## config.mk

```make
export PLATFORM = sky130hd
export DESIGN_NAME = inst_fetch_responder_flat
export DESIGN_NICKNAME = d
export VERILOG_FILES = /design/src/rtl/inst_fetch_responder_if.sv /design/src/rtl/inst_fetch_responder.sv /design/src/flat_wrapper.sv
export SDC_FILE = /design/constraint.sdc
export NUM_CORES = 1
export LEC_CHECK = 0
export BUFFER_PORTS_ARGS = -buffer_cell sky130_fd_sc_hd__buf_4
export CORE_MARGIN = 4
export CORE_UTILIZATION = 40
export CTS_CLUSTER_DIAMETER = 80
export DETAILED_ROUTE_END_ITERATION = 16
export PLACE_DENSITY = 0.73
export SLEW_MARGIN = 20
export SYNTH_ARGS = -nofsm -noshare
export SYNTH_HDL_FRONTEND = slang
export SYNTH_SLANG_ARGS = --single-unit
```

## constraint.sdc

```tcl
create_clock -name clk -period 2.27 [get_ports clk]
set_input_delay 0.3405 -clock clk [delete_from_list [all_inputs] [get_ports clk]]
set_output_delay 0.3405 -clock clk [all_outputs]
set_load 0.01 [all_outputs]
```

## src/rtl/inst_fetch_responder_if.sv

```systemverilog
// Instruction-fetch handshake bundle: inst_addr/inst_line channels toward the core
// and the single-beat AR/R read channels toward instruction memory.
interface inst_fetch_responder_if;
  logic        inst_addr_valid;
  logic        inst_addr_ready;
  logic [31:0] inst_addr;
  logic        inst_line_valid;
  logic        inst_line_ready;
  logic [31:0] inst_line;
  logic        mem_arvalid;
  logic        mem_arready;
  logic [31:0] mem_araddr;
  logic        mem_rvalid;
  logic        mem_rready;
  logic [31:0] mem_rdata;
  logic [1:0]  mem_rresp;

  // Responder side (the fetch responder itself)
  modport slave (
    input  inst_addr_valid, inst_addr, inst_line_ready,
           mem_arready, mem_rvalid, mem_rdata, mem_rresp,
    output inst_addr_ready, inst_line_valid, inst_line,
           mem_arvalid, mem_araddr, mem_rready
  );

  // Environment side: core front end plus instruction memory
  modport master (
    output inst_addr_valid, inst_addr, inst_line_ready,
           mem_arready, mem_rvalid, mem_rdata, mem_rresp,
    input  inst_addr_ready, inst_line_valid, inst_line,
           mem_arvalid, mem_araddr, mem_rready
  );
endinterface

```

## src/rtl/inst_fetch_responder.sv

```systemverilog
// Instruction-fetch responder: in-order fetch address -> instruction word, with
// misaligned requests answered locally and aligned ones sent as single-beat reads.
module inst_fetch_responder #(
  parameter int unsigned MAX_OUTSTANDING = 4,
  parameter logic [31:0] ERR_INST        = 32'h0000_0000,
  parameter int unsigned ERRCNT_WIDTH    = 16
) (
  input  logic                    clk,
  input  logic                    rst,
  inst_fetch_responder_if.slave   bus,
  output logic [ERRCNT_WIDTH-1:0] err_count
);

  localparam int unsigned AW = $clog2(MAX_OUTSTANDING);
  localparam int unsigned PW = AW + 1;

  // Order queue: one "misaligned" flag per accepted request
  logic          oq_mis [MAX_OUTSTANDING];
  logic [PW-1:0] oq_wp, oq_rp;
  logic          oq_empty, oq_full, oq_head_mis;

  // Response FIFO: returned read beats awaiting their turn at the OQ head
  logic          rf_err  [MAX_OUTSTANDING];
  logic [31:0]   rf_data [MAX_OUTSTANDING];
  logic [PW-1:0] rf_wp, rf_rp;
  logic          rf_empty;

  logic          arvalid_q;
  logic [31:0]   araddr_q;
  logic [PW-1:0] mem_outstanding;
  logic [ERRCNT_WIDTH-1:0] err_q;

  logic addr_ready, addr_hs, addr_mis;
  logic line_valid, line_hs, rf_pop;
  logic ar_hs, r_hs, rready, r_err;

  always_comb begin
    oq_empty    = (oq_wp == oq_rp);
    oq_full     = (oq_wp[AW] != oq_rp[AW]) && (oq_wp[AW-1:0] == oq_rp[AW-1:0]);
    rf_empty    = (rf_wp == rf_rp);
    oq_head_mis = oq_mis[oq_rp[AW-1:0]];

    addr_mis   = |bus.inst_addr[1:0];
    // A draining AR slot frees itself this cycle, so a new address may load it directly
    addr_ready = rst & ~oq_full & (~arvalid_q | bus.mem_arready);
    addr_hs    = bus.inst_addr_valid & addr_ready;

    line_valid = rst & ~oq_empty & (oq_head_mis | ~rf_empty);
    line_hs    = line_valid & bus.inst_line_ready;
    rf_pop     = line_hs & ~oq_head_mis;

    ar_hs  = rst & arvalid_q & bus.mem_arready;
    rready = rst & (mem_outstanding != '0);
    r_hs   = bus.mem_rvalid & rready;
    r_err  = (bus.mem_rresp != 2'b00);
  end

  always_comb begin
    bus.inst_addr_ready = addr_ready;
    bus.inst_line_valid = line_valid;
    bus.mem_arvalid     = rst & arvalid_q;
    bus.mem_araddr      = rst ? araddr_q : '0;
    bus.mem_rready      = rready;
    err_count           = rst ? err_q : '0;
    if (!line_valid || oq_head_mis || rf_err[rf_rp[AW-1:0]]) begin
      bus.inst_line = ERR_INST;
    end else begin
      bus.inst_line = rf_data[rf_rp[AW-1:0]];
    end
  end

  // Queue storage carries no reset; validity is tracked by the pointers
  always_ff @(posedge clk) begin
    if (addr_hs) begin
      oq_mis[oq_wp[AW-1:0]] <= addr_mis;
    end
    if (r_hs) begin
      rf_err[rf_wp[AW-1:0]]  <= r_err;
      rf_data[rf_wp[AW-1:0]] <= bus.mem_rdata;
    end
  end

  always_ff @(posedge clk) begin
    if (!rst) begin
      oq_wp           <= '0;
      oq_rp           <= '0;
      rf_wp           <= '0;
      rf_rp           <= '0;
      arvalid_q       <= 1'b0;
      araddr_q        <= '0;
      mem_outstanding <= '0;
      err_q           <= '0;
    end else begin
      if (addr_hs) begin
        oq_wp <= oq_wp + PW'(1);
      end
      if (line_hs) begin
        oq_rp <= oq_rp + PW'(1);
      end
      if (r_hs) begin
        rf_wp <= rf_wp + PW'(1);
      end
      if (rf_pop) begin
        rf_rp <= rf_rp + PW'(1);
      end

      if (addr_hs && !addr_mis) begin
        arvalid_q <= 1'b1;
        araddr_q  <= {bus.inst_addr[31:2], 2'b00};
      end else if (ar_hs) begin
        arvalid_q <= 1'b0;
      end

      unique case ({ar_hs, r_hs})
        2'b10:   mem_outstanding <= mem_outstanding + PW'(1);
        2'b01:   mem_outstanding <= mem_outstanding - PW'(1);
        default: mem_outstanding <= mem_outstanding;
      endcase

      if (r_hs && r_err && (err_q != '1)) begin
        err_q <= err_q + ERRCNT_WIDTH'(1);
      end
    end
  end

endmodule

```

## src/flat_wrapper.sv

```systemverilog
// flat-port wrapper written by rule: the top's interface ports become plain ports
module inst_fetch_responder_flat 
#(
  parameter int unsigned MAX_OUTSTANDING = 4,
  parameter logic [31:0] ERR_INST        = 32'h0000_0000,
  parameter int unsigned ERRCNT_WIDTH    = 16
)
  (clk, rst, err_count, bus_inst_addr_valid, bus_inst_addr, bus_inst_line_ready, bus_mem_arready, bus_mem_rvalid, bus_mem_rdata, bus_mem_rresp, bus_inst_addr_ready, bus_inst_line_valid, bus_inst_line, bus_mem_arvalid, bus_mem_araddr, bus_mem_rready);
  inst_fetch_responder_if bus_i ();
  input  logic clk;
  input  logic rst;
  output logic [ERRCNT_WIDTH-1:0] err_count;
  input wire logic [$bits(bus_i.inst_addr_valid)-1:0] bus_inst_addr_valid;
  input wire logic [$bits(bus_i.inst_addr)-1:0] bus_inst_addr;
  input wire logic [$bits(bus_i.inst_line_ready)-1:0] bus_inst_line_ready;
  input wire logic [$bits(bus_i.mem_arready)-1:0] bus_mem_arready;
  input wire logic [$bits(bus_i.mem_rvalid)-1:0] bus_mem_rvalid;
  input wire logic [$bits(bus_i.mem_rdata)-1:0] bus_mem_rdata;
  input wire logic [$bits(bus_i.mem_rresp)-1:0] bus_mem_rresp;
  output wire logic [$bits(bus_i.inst_addr_ready)-1:0] bus_inst_addr_ready;
  output wire logic [$bits(bus_i.inst_line_valid)-1:0] bus_inst_line_valid;
  output wire logic [$bits(bus_i.inst_line)-1:0] bus_inst_line;
  output wire logic [$bits(bus_i.mem_arvalid)-1:0] bus_mem_arvalid;
  output wire logic [$bits(bus_i.mem_araddr)-1:0] bus_mem_araddr;
  output wire logic [$bits(bus_i.mem_rready)-1:0] bus_mem_rready;
  assign bus_i.inst_addr_valid = bus_inst_addr_valid;
  assign bus_i.inst_addr = bus_inst_addr;
  assign bus_i.inst_line_ready = bus_inst_line_ready;
  assign bus_i.mem_arready = bus_mem_arready;
  assign bus_i.mem_rvalid = bus_mem_rvalid;
  assign bus_i.mem_rdata = bus_mem_rdata;
  assign bus_i.mem_rresp = bus_mem_rresp;
  assign bus_inst_addr_ready = bus_i.inst_addr_ready;
  assign bus_inst_line_valid = bus_i.inst_line_valid;
  assign bus_inst_line = bus_i.inst_line;
  assign bus_mem_arvalid = bus_i.mem_arvalid;
  assign bus_mem_araddr = bus_i.mem_araddr;
  assign bus_mem_rready = bus_i.mem_rready;
  inst_fetch_responder #(.MAX_OUTSTANDING(MAX_OUTSTANDING), .ERR_INST(ERR_INST), .ERRCNT_WIDTH(ERRCNT_WIDTH)) u_core (.clk(clk), .rst(rst), .bus(bus_i), .err_count(err_count));
endmodule
```

* Word level (Yosys, flattened, before mapping)
Memories as Yosys holds them, arrays and structs flattened. A register that Yosys moved wholly into a read port is not among the register bits.
Cells that the tools add are included.
** Storage, ports and cells
- Bits in registers :: 62
- Memory bits (writable) :: 136
- Input bits :: 72
- Output and inout bits :: 84
- Word-level logic and storage cells :: 72
- Memories :: 3
** Memory list
- u_core.rf_data :: depth 4, width 32, rd ports 1, clocked after memory_dff 1, write ports 1, RTL line inst_fetch_responder.sv:24 : logic [31:0] rf_data [MAX_OUTSTANDING];
- u_core.oq_mis :: depth 4, width 1, rd ports 1, clocked after memory_dff 1, write ports 1, RTL line inst_fetch_responder.sv:18 : logic oq_mis [MAX_OUTSTANDING];
- u_core.rf_err :: depth 4, width 1, rd ports 1, clocked after memory_dff 1, write ports 1, RTL line inst_fetch_responder.sv:23 : logic rf_err [MAX_OUTSTANDING];
** Operators by class
- Add/sub/neg operators :: 7
- Equal/unequal tests :: 7
- Multiplexer cells :: 16
- Bitwise logic cells :: 18
- Reductions and logical operators :: 13
** Operator list (count)
- 32-bit two-way mux :: 2
- 16-bit by 1-bit adder with 16-bit output (second input constant) :: 1
- 16-bit two-way mux :: 1
- 16-bit inequality test (second input constant) :: 1
- 3-bit by 1-bit adder with 3-bit output (second input constant) :: 5
- 2-bit two-way mux :: 6
- 1-bit AND :: 11
- 3-bit == test :: 2
- 1-bit two-way mux :: 6
- 3-bit case mux with 2 select lines :: 1
- 2-bit nonzero test :: 3
- 1-bit NOT :: 5
- 1-bit logical AND :: 4
- 3-bit nonzero test :: 1
- 3-bit by 1-bit subtractor with 3-bit output (second input constant) :: 1
- 2-bit by 1-bit == test with 1-bit output (second input constant) :: 1
- 2-bit == test :: 1
- 2-bit == test (second input constant) :: 1
- 1-bit logical NOT :: 2
- 1-bit logical OR :: 2
- 1-bit bitwise OR :: 2
- 2-bit OR reduction :: 1
- 1-bit inequality test :: 1

* Logic depth before layout (Yosys ltp)
Gate-level depths: netlist (run 1).
- Depth after elaboration :: 8
- Gate-level depth with buffers :: 10
- Mapped depth without buffers :: 8

* Worst setup path before layout (run 1)
Ideal clock, no wire load.
- Kind :: input-to-reg
- Start point :: in rst
- End point :: reg u_core.mem_outstanding[2]
- Arrival :: 2.126 ns
- Data required time :: 2.200 ns
- Setup slack :: 0.074 ns
- Cell stages on the path :: 10
- Path buffers :: 2
- Cell sequence :: clkbuf_1 clkbuf_1 and2_1 nand2_1 ha_1 inv_1 fa_1 xor2_1 or3_1 a21oi_1
** On the way
- Cells in the longest elaborated chain, start to end :: 4
** RTL lines
- from (decl) :: RTL line flat_wrapper.sv:11 : input logic rst;
- 1-bit AND *
- via bus_mem_arvalid :: RTL line flat_wrapper.sv:23 : output wire logic [$bits(bus_i.mem_arvalid)-1:0] bus_mem_arvalid;
- 1-bit AND * :: RTL line inst_fetch_responder.sv:52 : ar_hs = rst & arvalid_q & bus.mem_arready;
- 2-bit by 1-bit == test with 1-bit output or 2-bit == test (tied branches) :: RTL line inst_fetch_responder.sv:114 : unique case ({ar_hs, r_hs})
- 3-bit case mux with 2 select lines or 2-bit nonzero test (tied branches)
- to (signal assigned) :: RTL line inst_fetch_responder.sv:115 : 2'b10: mem_outstanding <= mem_outstanding + PW'(1);
- to (signal assigned) :: RTL line inst_fetch_responder.sv:116 : 2'b01: mem_outstanding <= mem_outstanding - PW'(1);
- to (signal assigned) :: RTL line inst_fetch_responder.sv:117 : default: mem_outstanding <= mem_outstanding;
- to (decl) :: RTL line inst_fetch_responder.sv:30 : logic [PW-1:0] mem_outstanding;
Mark *: on every way through the listed nets, which the timed path passes. The rest lies on a longest branch.
A chain may end at the register's enable or synchronous reset.

==> results of run 1 <==
==> cells by family after synthesis <==
| logic type | after synthesis | synth area share [%] |
|---|---|---|
| flops | 202 | 63.8 |
| xor+xnor | 15 | 1.55 |
| fa+ha+maj | 13 | 2.01 |
| buf+inv | 45 | 2.42 |
| simple gates | 169 | 11.6 |
| other cells | 1 | 0.0442 |
| compound gates | 33 | 2.42 |
| mux | 79 | 16.2 |
==> Yosys cell counts (2+ instances only) <==
library cell,instances
o41ai_1,2
a21oi_1,13
mux2_2,7
clkbuf_1,16
o21ai_0,6
buf_1,3
nand4_1,6
nor4_1,3
mux2_4,29
nand3_1,15
a31oi_1,3
and3_1,6
inv_1,15
or2_2,2
and2_1,48
mux4_2,34
nand4b_1,2
mux2i_1,9
nor4_2,2
xnor2_1,8
or3_1,4
ha_1,12
dfxtp_1,66
o31ai_1,5
edfxtp_1,136
nor2b_1,32
xor2_1,7
buf_6,3
nor2_1,16
and4_1,4
nand2_1,17
buf_4,2
nor3_1,5
buf_2,5
or4_1,4
==> sequential cells by signal (all words and copies together) (netlist names), named ones only <==
signal and flops:
u_core.rf_data 128, u_core.rf_rp 3, u_core.rf_wp 3, u_core.arvalid_q 1, u_core.araddr_q 30, u_core.oq_mis 4
u_core.oq_rp 3, u_core.rf_err 4, u_core.oq_wp 3, u_core.err_q 16, u_core.mem_outstanding 3
==> path summary, 6_finish.rpt <==
path         cells after the start  slack (ns)                                   start                                endpoint
max                              7       -0.32              u_core.oq_mis[0]$_DFFE_PP_                        bus_inst_line[6]
min                              1        0.04                       bus_mem_rdata[18]         u_core.rf_data[2][18]$_DFFE_PP_
max reg2reg                      7        0.20  u_core.mem_outstanding[0]$_SDFFE_PN0P_  u_core.mem_outstanding[2]$_SDFFE_PN0P_
min reg2reg                      2        0.49            u_core.oq_wp[2]$_SDFFE_PN0P_            u_core.oq_wp[2]$_SDFFE_PN0P_
==> per-layer routing <==
metal / track usage (%) / vias up
met2: 22.1 / 162
met3: 4.27 / 28
met1: 17.8 / 2406
met5: 0 / -
met4: 3.20 / 0
li1: - / 2419
==> report_power, final <==
group          leakage [nW]  switching (W)  internal, W  total [W]
clock network         0.350        0.00138      0.00208    0.00346
registers              1.76      0.0000104      0.00395    0.00396
logic                  2.09       0.000126     0.000158   0.000284
total                  4.19        0.00151      0.00619    0.00771
==> layout make-up <==
| class | instances | area share, % |
|---|---|---|
| Tap cell | 270 | 3.10 |
| Sequential cell | 202 | 49.6 |
| Multi-Input combinational cell | 311 | 27.6 |
| Inverter | 16 | 0.551 |
| Clock inverter | 10 | 0.999 |
| Timing Repair Buffer | 169 | 12.7 |
| Clock buffer | 30 | 5.51 |
==> repair_timing <==
item	CTS	global route
pin swaps	1	0
resized for setup	15	32
setup endpoints to repair	34	33
hold buffers	0	0
setup buffers	1	0
gates cloned	1	0
==> worst register-to-register path: stages, from the launching register on <==
cell and delay (ns):
dfxtp_1 0.38, o311a_1 0.37, ha_1 0.23, inv_1 0.06, fa_1 0.37, xor2_1 0.15
or3_1 0.30, a21oi_1 0.14
==> through the flow <==
step | worst slack [ns] | utilization, % | hold WS (ns) | TNS (ns)
global route | -0.404 | 53.0 | 0.0185 | -12.13
finish | -0.320 | 53.0 | 0.0386 | -9.31
CTS | -0.335 | 52.5 | 0.0181 | -9.85
global placement | 0.150 | 48.6 | 0.471 | 0
floorplan | 0.0737 | - | 0.439 | 0
detailed placement | 0.120 | 48.6 | 0.481 | 0
==> run metrics, run 1 <==
vias in the first global route 5168; Die ar. 23600 um^2; WL per Instance 16.7 um; 1st-iter DRT viols 229; Num CTS Buffers 22; Final Wtd Congestion 0.777; CP max-delay cell mux4_2; Synth-to-Final Area Change 28.6%; Cell Pwr Density 707 nW/um^2; routed vias 5015; Final #Nets 807; die height 154 um; Post-Layout Cell Count 1008; Placement Rows 52; Ports 156; Worst Setup Start Kind flop; WL met2 7.65 mm; total power after layout 0.00771 W; commonest non-fill, non-tap cell in the layout buf_4; global-route wire length before repair 26.5 mm; Max Slew Vio Count 0; filler instances 1707; Crit Path Max Fanout 16; unrepaired setup endpoints after global routing yes; WP data required 1.93 ns; peak supply drop 0.485 mV; final cycle utilization of the critical path 114%; WP buf/inv 3; # H-tree levels 1; Synth Cell Area 8480 um^2; fin worst setup slack -0.320 ns; clk buf depth 3; endpoints failing hold 0; area leader, netlist edfxtp_1; Syn Area/Cell 15.2 um^2; largest net degree at the start of global routing 44; gr ovfl total 0; Worst setup EP type output port; Placement Cell Area 9990 um^2; ANT cells 0; Syn Inst Count 557; Post-synth EDFFs 136; initial antenna violation count 0; top cells by area, synth edfxtp_1, dfxtp_1, mux4_2; post-synthesis sequential area ratio 63.8%; register area 5410 um^2; post-route ant nets 0; family with the most delay on the worst path multiplexers; area of the multi-input gates 3010 um^2; DIE WIDTH 154 um; post-route cell area 10900 um^2; Inst Count DP 966; CP peak stage delay 0.49 ns; worst min path class input port to flop; Slew @ Worst Pin 0.927 ns; Most used DFF post-synth edfxtp_1; PortBufs 153; DR top layer met4; Worst Skew 0.0129 ns; share of post-route cells with drive strength above 1 42.3%; clock tree root driver cell clkbuf_16; CTS tree built; area of the core 20600 um^2; total routed wirelength 16.8 mm; HPWL Detailed 10.8 mm; Starting Density 41.2%; ys async rst share 0%; Met1 Routed Length 7.51 mm; Reg clk slew, reported paths 0.06 ns; first drt pass iteration count 4; Post-route DRC 0; Final min period 2.59 ns; fmax 386 MHz; Yosys warnings 0; max_slew headroom 38.2%; Netlist cell types 45; Leak Pwr 4.19 nW; worst-path cell chain mux4_2 > a31oi_2 > nand4b_1 > buf_6 > buf_12 > nor2b_1 > buf_4; # setup viols final 33; critical path type flop to output port; clk sinks 202; failing checks negative setup slack; Yosys reg bits 202; commonest non-fill, non-tap cells in the layout buf_4, edfxtp_1, dfxtp_1; outcome finished with violations; crit path DAT 2.25 ns; post-synth top area share 48.2%; met3 routed WL 1.28 mm; vias per cell 4.98; Worst-Skew Late Latency 0.50 ns; gr usage total 13.5%; number of max-cap violations 0
(Power assumes the default switching activity.)
==> inputs of run 2 (changes only) <==
--- a/config.mk
+++ b/config.mk
@@ -7,10 +7,11 @@
 export LEC_CHECK = 0
 export BUFFER_PORTS_ARGS = -buffer_cell sky130_fd_sc_hd__buf_4
 export CORE_MARGIN = 4
-export CORE_UTILIZATION = 40
+export CORE_UTILIZATION = 50
 export CTS_CLUSTER_DIAMETER = 80
 export DETAILED_ROUTE_END_ITERATION = 16
-export PLACE_DENSITY = 0.73
+export GPL_TIMING_DRIVEN = 0
+export PLACE_DENSITY = 0.86
 export SLEW_MARGIN = 20
 export SYNTH_ARGS = -nofsm -noshare
 export SYNTH_HDL_FRONTEND = slang
==> run 2 against run 1 <==
Effect of this change:
- the run still ends with negative setup slack left
- worst setup slack worse by 0.027 ns
- sequential power is essentially flat
- largest cell class unchanged
- hold slack better by 0.025 ns
- critical path depth did not move
- first-iteration DRC count rose by 57%
- combinational power grew 1%
- global-route usage increased by 5.3 points
- cell count down 3.2%
==> run metrics, run 2 (synthesis gave the netlist of run 1 again) <==
# setup viols final 33 (unchanged); unrepaired setup endpoints after global routing yes; outcome finished with violations; vias per cell 5.38 (+8.2%); Combinational Power Share 3.8% (about the same); fin worst setup slack -0.347 ns (-0.0273 ns); switching share of power 19.2% (-0.50 points); Starting Density 51.1% (+9.9 points); Clock power frac 44.0% (-0.9 points); routed vias 5255 (+4.8%); CTS tree built; hold-fix buffer count after cts 0 (unchanged); Placement Cell Area 9990 um^2 (about the same); Ports 156 (unchanged); WHS Endpoint u_core.rf_data[0][17]$_DFFE_PP_; Cell Pwr Density 686 nW/um^2 (-2.9%); R2R depth 8 (+1); hold path depth 1 (unchanged); Leak Pwr 4.30 nW (+2.6%); # H-tree levels 1 (unchanged); clk sinks 202 (unchanged); WHS 0.0640 ns (+0.0254 ns); Placement Rows 47 (-9.6%); Post-route DRC 0 (unchanged); Num CTS Buffers 21 (-4.5%); Final Wtd Congestion 0.851 (+9.6%); crit path DAT 2.28 ns (+0.03 ns); commonest non-fill, non-tap cell in the layout buf_4; reg2reg start u_core.mem_outstanding[2]$_SDFFE_PN0P_; WP data required 1.93 ns (about the same); vias in the first global route 5716 (+11%); post-route cell area 11100 um^2 (+1.4%); failing checks negative setup slack; Final min period 2.62 ns (+0.0273 ns); area of the multi-input gates 3060 um^2 (+1.8%); gr usage total 18.8% (+5.3 points); clk buf depth 3 (unchanged); PortBufs 153 (unchanged); WL per Instance 18.8 um (+13%); Synth-to-Final Area Change 30.4%; die height 138 um (-10%); ANT cells 0 (unchanged); Max Slew Vio Count 0 (unchanged); peak supply drop 0.457 mV (-5.9%); largest net degree at the start of global routing 27 (-39%); Crit Path Max Fanout 8 (-8); Worst Skew 0.0142 ns (+0.00137 ns); DIE WIDTH 138 um (-10%); 1st-iter DRT viols 360 (+57%); switching power 0.00145 W (-4.1%); Worst setup EP type output port; Final #Nets 827 (+2.5%); internal power 0.00613 W (-0.96%); gr ovfl total 0 (unchanged); number of max-cap violations 0 (unchanged); post-route ant nets 0 (unchanged); commonest non-fill, non-tap cells in the layout buf_4, edfxtp_1, dfxtp_1; final cycle utilization of the critical path 115% (+1.2 points); initial antenna violation count 0 (unchanged); endpoints failing hold 0 (unchanged); Seq pwr share 52.2% (+0.8 points); Die ar. 19100 um^2 (-19%); number of flip-flops in the largest register 128 (unchanged); HPWL Detailed 12.9 mm (+20%); clock tree root driver cell clkbuf_16; Reg2Reg Setup Slack 0.15 ns (-0.05 ns); first drt pass iteration count 4 (unchanged); worst min path class input port to flop; fmax 382 MHz (-1.0%); total routed wirelength 18.4 mm (+9.2%); critical path type flop to output port; Worst-Skew Late Latency 0.48 ns (-0.02 ns); global-route wire length before repair 29.5 mm (+11%); register area 5410 um^2 (about the same); share of post-route cells with drive strength above 1 42.5% (+0.18 points); hold_sp bus_mem_rdata[17]; Worst Setup Start Kind flop; filler instances 1150 (-33%); Reg clk slew, reported paths 0.06 ns (about the same); worst r2r dst u_core.mem_outstanding[2]$_SDFFE_PN0P_; area of the core 16600 um^2 (-19%); crit path from u_core.oq_mis[0]$_DFFE_PP_
run 2: power by group through the flow:
stage                     sequential [W]  clock [W]  combinational (W)
final                            0.00396    0.00333           0.000288
after detailed placement         0.00404          0           0.000285
after global placement           0.00404          0           0.000269
after global routing             0.00396    0.00357           0.000314
after CTS                        0.00396    0.00341           0.000288
after floorplan                  0.00404          0           0.000117
run 2: how the worst max path moves through the flow:
stage | to | depth (start not counted) | slack [ns]
final | bus_inst_line[14] | 7 | -0.35
after global routing | bus_inst_line[26] | 7 | -0.44
after CTS | bus_inst_line[5] | 7 | -0.38
after detailed placement | u_core.mem_outstanding[2]$_SDFFE_PN0P_ | 11 | -0.51
after global placement | u_core.rf_data[3][10]$_DFFE_PP_ | 4 | -0.64
after floorplan | u_core.mem_outstanding[2]$_SDFFE_PN0P_ | 10 | 0.07
run 2: critical path, cell delays in order, from the launching register on:
cell and delay [ns]:
edfxtp_1 0.37, mux4_2 0.51, a31oi_4 0.17, nand4b_1 0.12, buf_6 0.19, clkbuf_16 0.18
nor2b_1 0.12, buf_4 0.13
run 2: timing repair:
action | CTS | global route
resized for setup | 51 | 32
setup buffers | 2 | 1
cloned | 2 | 1
pin swaps | 1 | 1
setup endpoints to repair | 40 | 42
run 2: layout make-up:
type / count / share of cell area (%)
multi-input combinational: 311 / 27.7
buffer: 27 / 1.91
timing repair buffer: 163 / 12.3
clock inverter: 9 / 0.894
clock buffer: 28 / 5.26
tap: 220 / 2.49
inverter: 16 / 0.543
sequential: 202 / 48.9
run 2: per-layer routing:
metal	track usage [%]	vias up	wire, um
met5	0	-	0
met4	5.93	0	353
met3	5.56	31	1580
met2	33.7	236	9620
met1	21.8	2539	6820
li1	-	2449	-
run 2: per-stage QoR:
stage	power, W	utilization, %	TNS [ns]	setup slack, ns	std cells
floorplan	0.00415	-	0	0.0737	558
global placement	0.00431	59.7	-91.31	-0.641	931
detailed placement	0.00432	60.2	-13.01	-0.510	935
CTS	0.00766	65.9	-12.20	-0.377	975
global route	0.00785	66.6	-13.24	-0.441	976
finish	0.00758	66.6	-10.12	-0.347	976
==> inputs of run 3 (changes only) <==
--- a/config.mk
+++ b/config.mk
@@ -5,7 +5,7 @@
 export SDC_FILE = /design/constraint.sdc
 export NUM_CORES = 1
 export LEC_CHECK = 0
-export BUFFER_PORTS_ARGS = -buffer_cell sky130_fd_sc_hd__buf_4
+export BUFFER_PORTS_ARGS = -buffer_cell sky130_fd_sc_hd__clkbuf_2
 export CORE_MARGIN = 4
 export CORE_UTILIZATION = 50
 export CTS_CLUSTER_DIAMETER = 80
==> run 3 against run 2 <==
Effect of this change:
- register-to-register slack improved by 0.02 ns
- largest power group unchanged
- die area unchanged
- combinational power shrank 15%
- fmax fell by 1.0%
- the flow still finishes with violations (negative setup slack)
==> run metrics, run 3 (synthesis gave the netlist of run 1 again) <==
outcome finished with violations; failing checks negative setup slack; fin worst setup slack -0.374 ns (-0.0266 ns); die height 138 um (unchanged); Synth-to-Final Area Change 25.3%; total routed wirelength 17.6 mm (-4.0%); HPWL Detailed 11.8 mm (-8.6%); worst r2r dst u_core.mem_outstanding[2]$_SDFFE_PN0P_; share of post-route cells with drive strength above 1 41.1% (-1.4 points); commonest non-fill, non-tap cells in the layout edfxtp_1, clkbuf_2, dfxtp_1; Max Slew Vio Count 0 (unchanged); largest net degree at the start of global routing 26 (-3.7%); Worst Setup Start Kind flop; Finished Core Util 64.1% (-2.6 points); # setup viols final 33 (unchanged); max_slew headroom 64.2%; CP peak stage delay 0.53 ns (+0.02 ns); initial antenna violation count 0 (unchanged); Final Wtd Congestion 0.826 (-3.0%); switching power 0.00146 W (+0.73%); global-route wire length before repair 28.6 mm (-2.9%); Post-Layout Cell Count 975 (-0.10%); routed vias 5156 (-1.9%); WP buf/inv 3 (unchanged); PortBufs 153 (unchanged); worst-path cell chain mux4_2 > a31oi_4 > nand4b_1 > buf_6 > clkbuf_16 > nor2b_1 > buf_2; critical path type flop to output port; first drt pass iteration count 4 (unchanged); final cycle utilization of the critical path 116% (+1.2 points); clk sinks 202 (unchanged); Cell Pwr Density 736 nW/um^2 (+7.3%); gr ovfl total 0 (unchanged); commonest non-fill, non-tap cell in the layout edfxtp_1; Worst setup EP type output port; hold_sp bus_mem_rdata[25]; Worst-Skew Late Latency 0.49 ns (about the same); # H-tree levels 1 (unchanged); Inst Count DP 935 (unchanged); R2R depth 8 (unchanged); ANT cells 0 (unchanged); WP data required 1.93 ns (about the same); switching share of power 18.7% (-0.45 points); Crit Path Max Fanout 6 (-2); Ports 156 (unchanged); fmax 378 MHz (-1.0%); vias per cell 5.29 (-1.8%); hold-fix buffer count after cts 0 (unchanged); CP max-delay cell mux4_2; unrepaired setup endpoints after global routing yes; Placement Rows 47 (unchanged); filler instances 1163 (+1.1%); internal power 0.00636 W (+3.7%); vias in the first global route 5454 (-4.6%); Worst Skew 0.00919 ns (-0.00504 ns); hold path depth 1 (unchanged); reg2reg start u_core.mem_outstanding[1]$_SDFFE_PN0P_; gr usage total 18.4% (-0.45 points); Seq pwr share 50.6% (-1.6 points); 1st-iter DRT viols 268 (-26%); WHS Endpoint u_core.rf_data[0][25]$_DFFE_PP_; Starting Density 51.1% (unchanged); post-route ant nets 0 (unchanged); worst min path class input port to flop; crit path DAT 2.30 ns (+0.02 ns); Reg2Reg Setup Slack 0.17 ns (+0.02 ns); area of the core 16600 um^2 (unchanged); endpoints failing hold 0 (unchanged); Combinational Power Share 3.1% (-0.7 points); Slew @ Worst Pin 0.532 ns; Clock power frac 46.2% (+2.2 points); Final min period 2.64 ns (+0.0266 ns); Num CTS Buffers 22 (+4.8%); Reg clk slew, reported paths 0.06 ns (about the same); Final #Nets 827 (unchanged); clock tree root driver cell clkbuf_16; Die ar. 19100 um^2 (unchanged); family with the most delay on the worst path multiplexers; peak supply drop 0.536 mV (+17%); DIE WIDTH 138 um (unchanged); clk buf depth 3 (unchanged); number of max-cap violations 0 (unchanged); CTS tree built; Leak Pwr 4.19 nW (-2.5%); number of flip-flops in the largest register 128 (unchanged); WL per Instance 18.1 um (-3.9%); Post-route DRC 0 (unchanged)
run 3: cell types whose count changed in the layout (fill, tap and decap cells not counted), moves of 8 or more:
| cell | before | now |
|---|---|---|
| buf_4 | 142 | 6 |
| buf_6 | 21 | 12 |
| nor2b_4 | 21 | 13 |
| clkbuf_2 | 5 | 127 |
| nor2b_1 | 6 | 16 |
| buf_2 | 5 | 28 |
run 3: repair_timing:
action / 4_1_cts / 5_1_grt
buffers inserted: 2 / 2
gates cloned: 1 / 0
gates resized for setup: 33 / 54
endpoints found under the setup margin: 40 / 35
pin swaps: 1 / 1
run 3: power groups by stage:
stage	Combinational (W)	Sequential [W]	Clock [W]
after floorplan	0.000117	0.00404	0
after global placement	0.000233	0.00404	0
after detailed placement	0.000243	0.00404	0
after CTS	0.000247	0.00396	0.00370
after global routing	0.000274	0.00396	0.00385
final	0.000245	0.00396	0.00362
run 3: routing by layer:
| layer | GRT usage (%) | routed length [um] | up-vias |
|---|---|---|---|
| met1 | 24.0 | 7410 | 2474 |
| li1 | - | - | 2446 |
| met5 | 0 | 0 | - |
| met3 | 4.70 | 1290 | 28 |
| met4 | 4.68 | 354 | 0 |
| met2 | 31.0 | 8580 | 208 |
run 3: final cells by class:
cell class	count	area (um^2)	share of cell area, %
clock buffers	28	594	5.59
clock inverters	9	145	1.37
flip-flops and latches	202	5410	50.9
inverters	16	60.1	0.565
well taps	220	275	2.59
repair buffers	162	943	8.88
plain buffers	27	201	1.90
multi-input cells	311	3000	28.2
run 3: worst max path at each step:
stage,slack [ns],end,from,cells after the start
6_report,-0.37,bus_inst_line[13],u_core.oq_mis[3]$_DFFE_PP_,7
5_1_grt,-0.47,bus_inst_line[2],u_core.oq_mis[3]$_DFFE_PP_,7
4_1_cts,-0.37,bus_inst_line[9],u_core.oq_mis[3]$_DFFE_PP_,7
3_5_place_dp,-0.53,u_core.mem_outstanding[2]$_SDFFE_PN0P_,rst,11
3_3_place_gp,-0.66,u_core.rf_data[3][6]$_DFFE_PP_,rst,4
2_1_floorplan,0.07,u_core.mem_outstanding[2]$_SDFFE_PN0P_,rst,10
run 3: stage by stage:
stage	setup TNS (ns)	hold WS (ns)	instance area, um^2	setup slack (ns)	total power [W]
3_5_place_dp	-14.48	0.466	9610	-0.530	0.00428
6_report	-11.13	0.0750	10600	-0.374	0.00782
5_1_grt	-14.53	0.0659	10600	-0.471	0.00808
2_1_floorplan	0	0.439	8480	0.0737	0.00415
4_1_cts	-11.68	0.0561	10500	-0.374	0.00790
3_3_place_gp	-98.44	0.467	9520	-0.663	0.00427
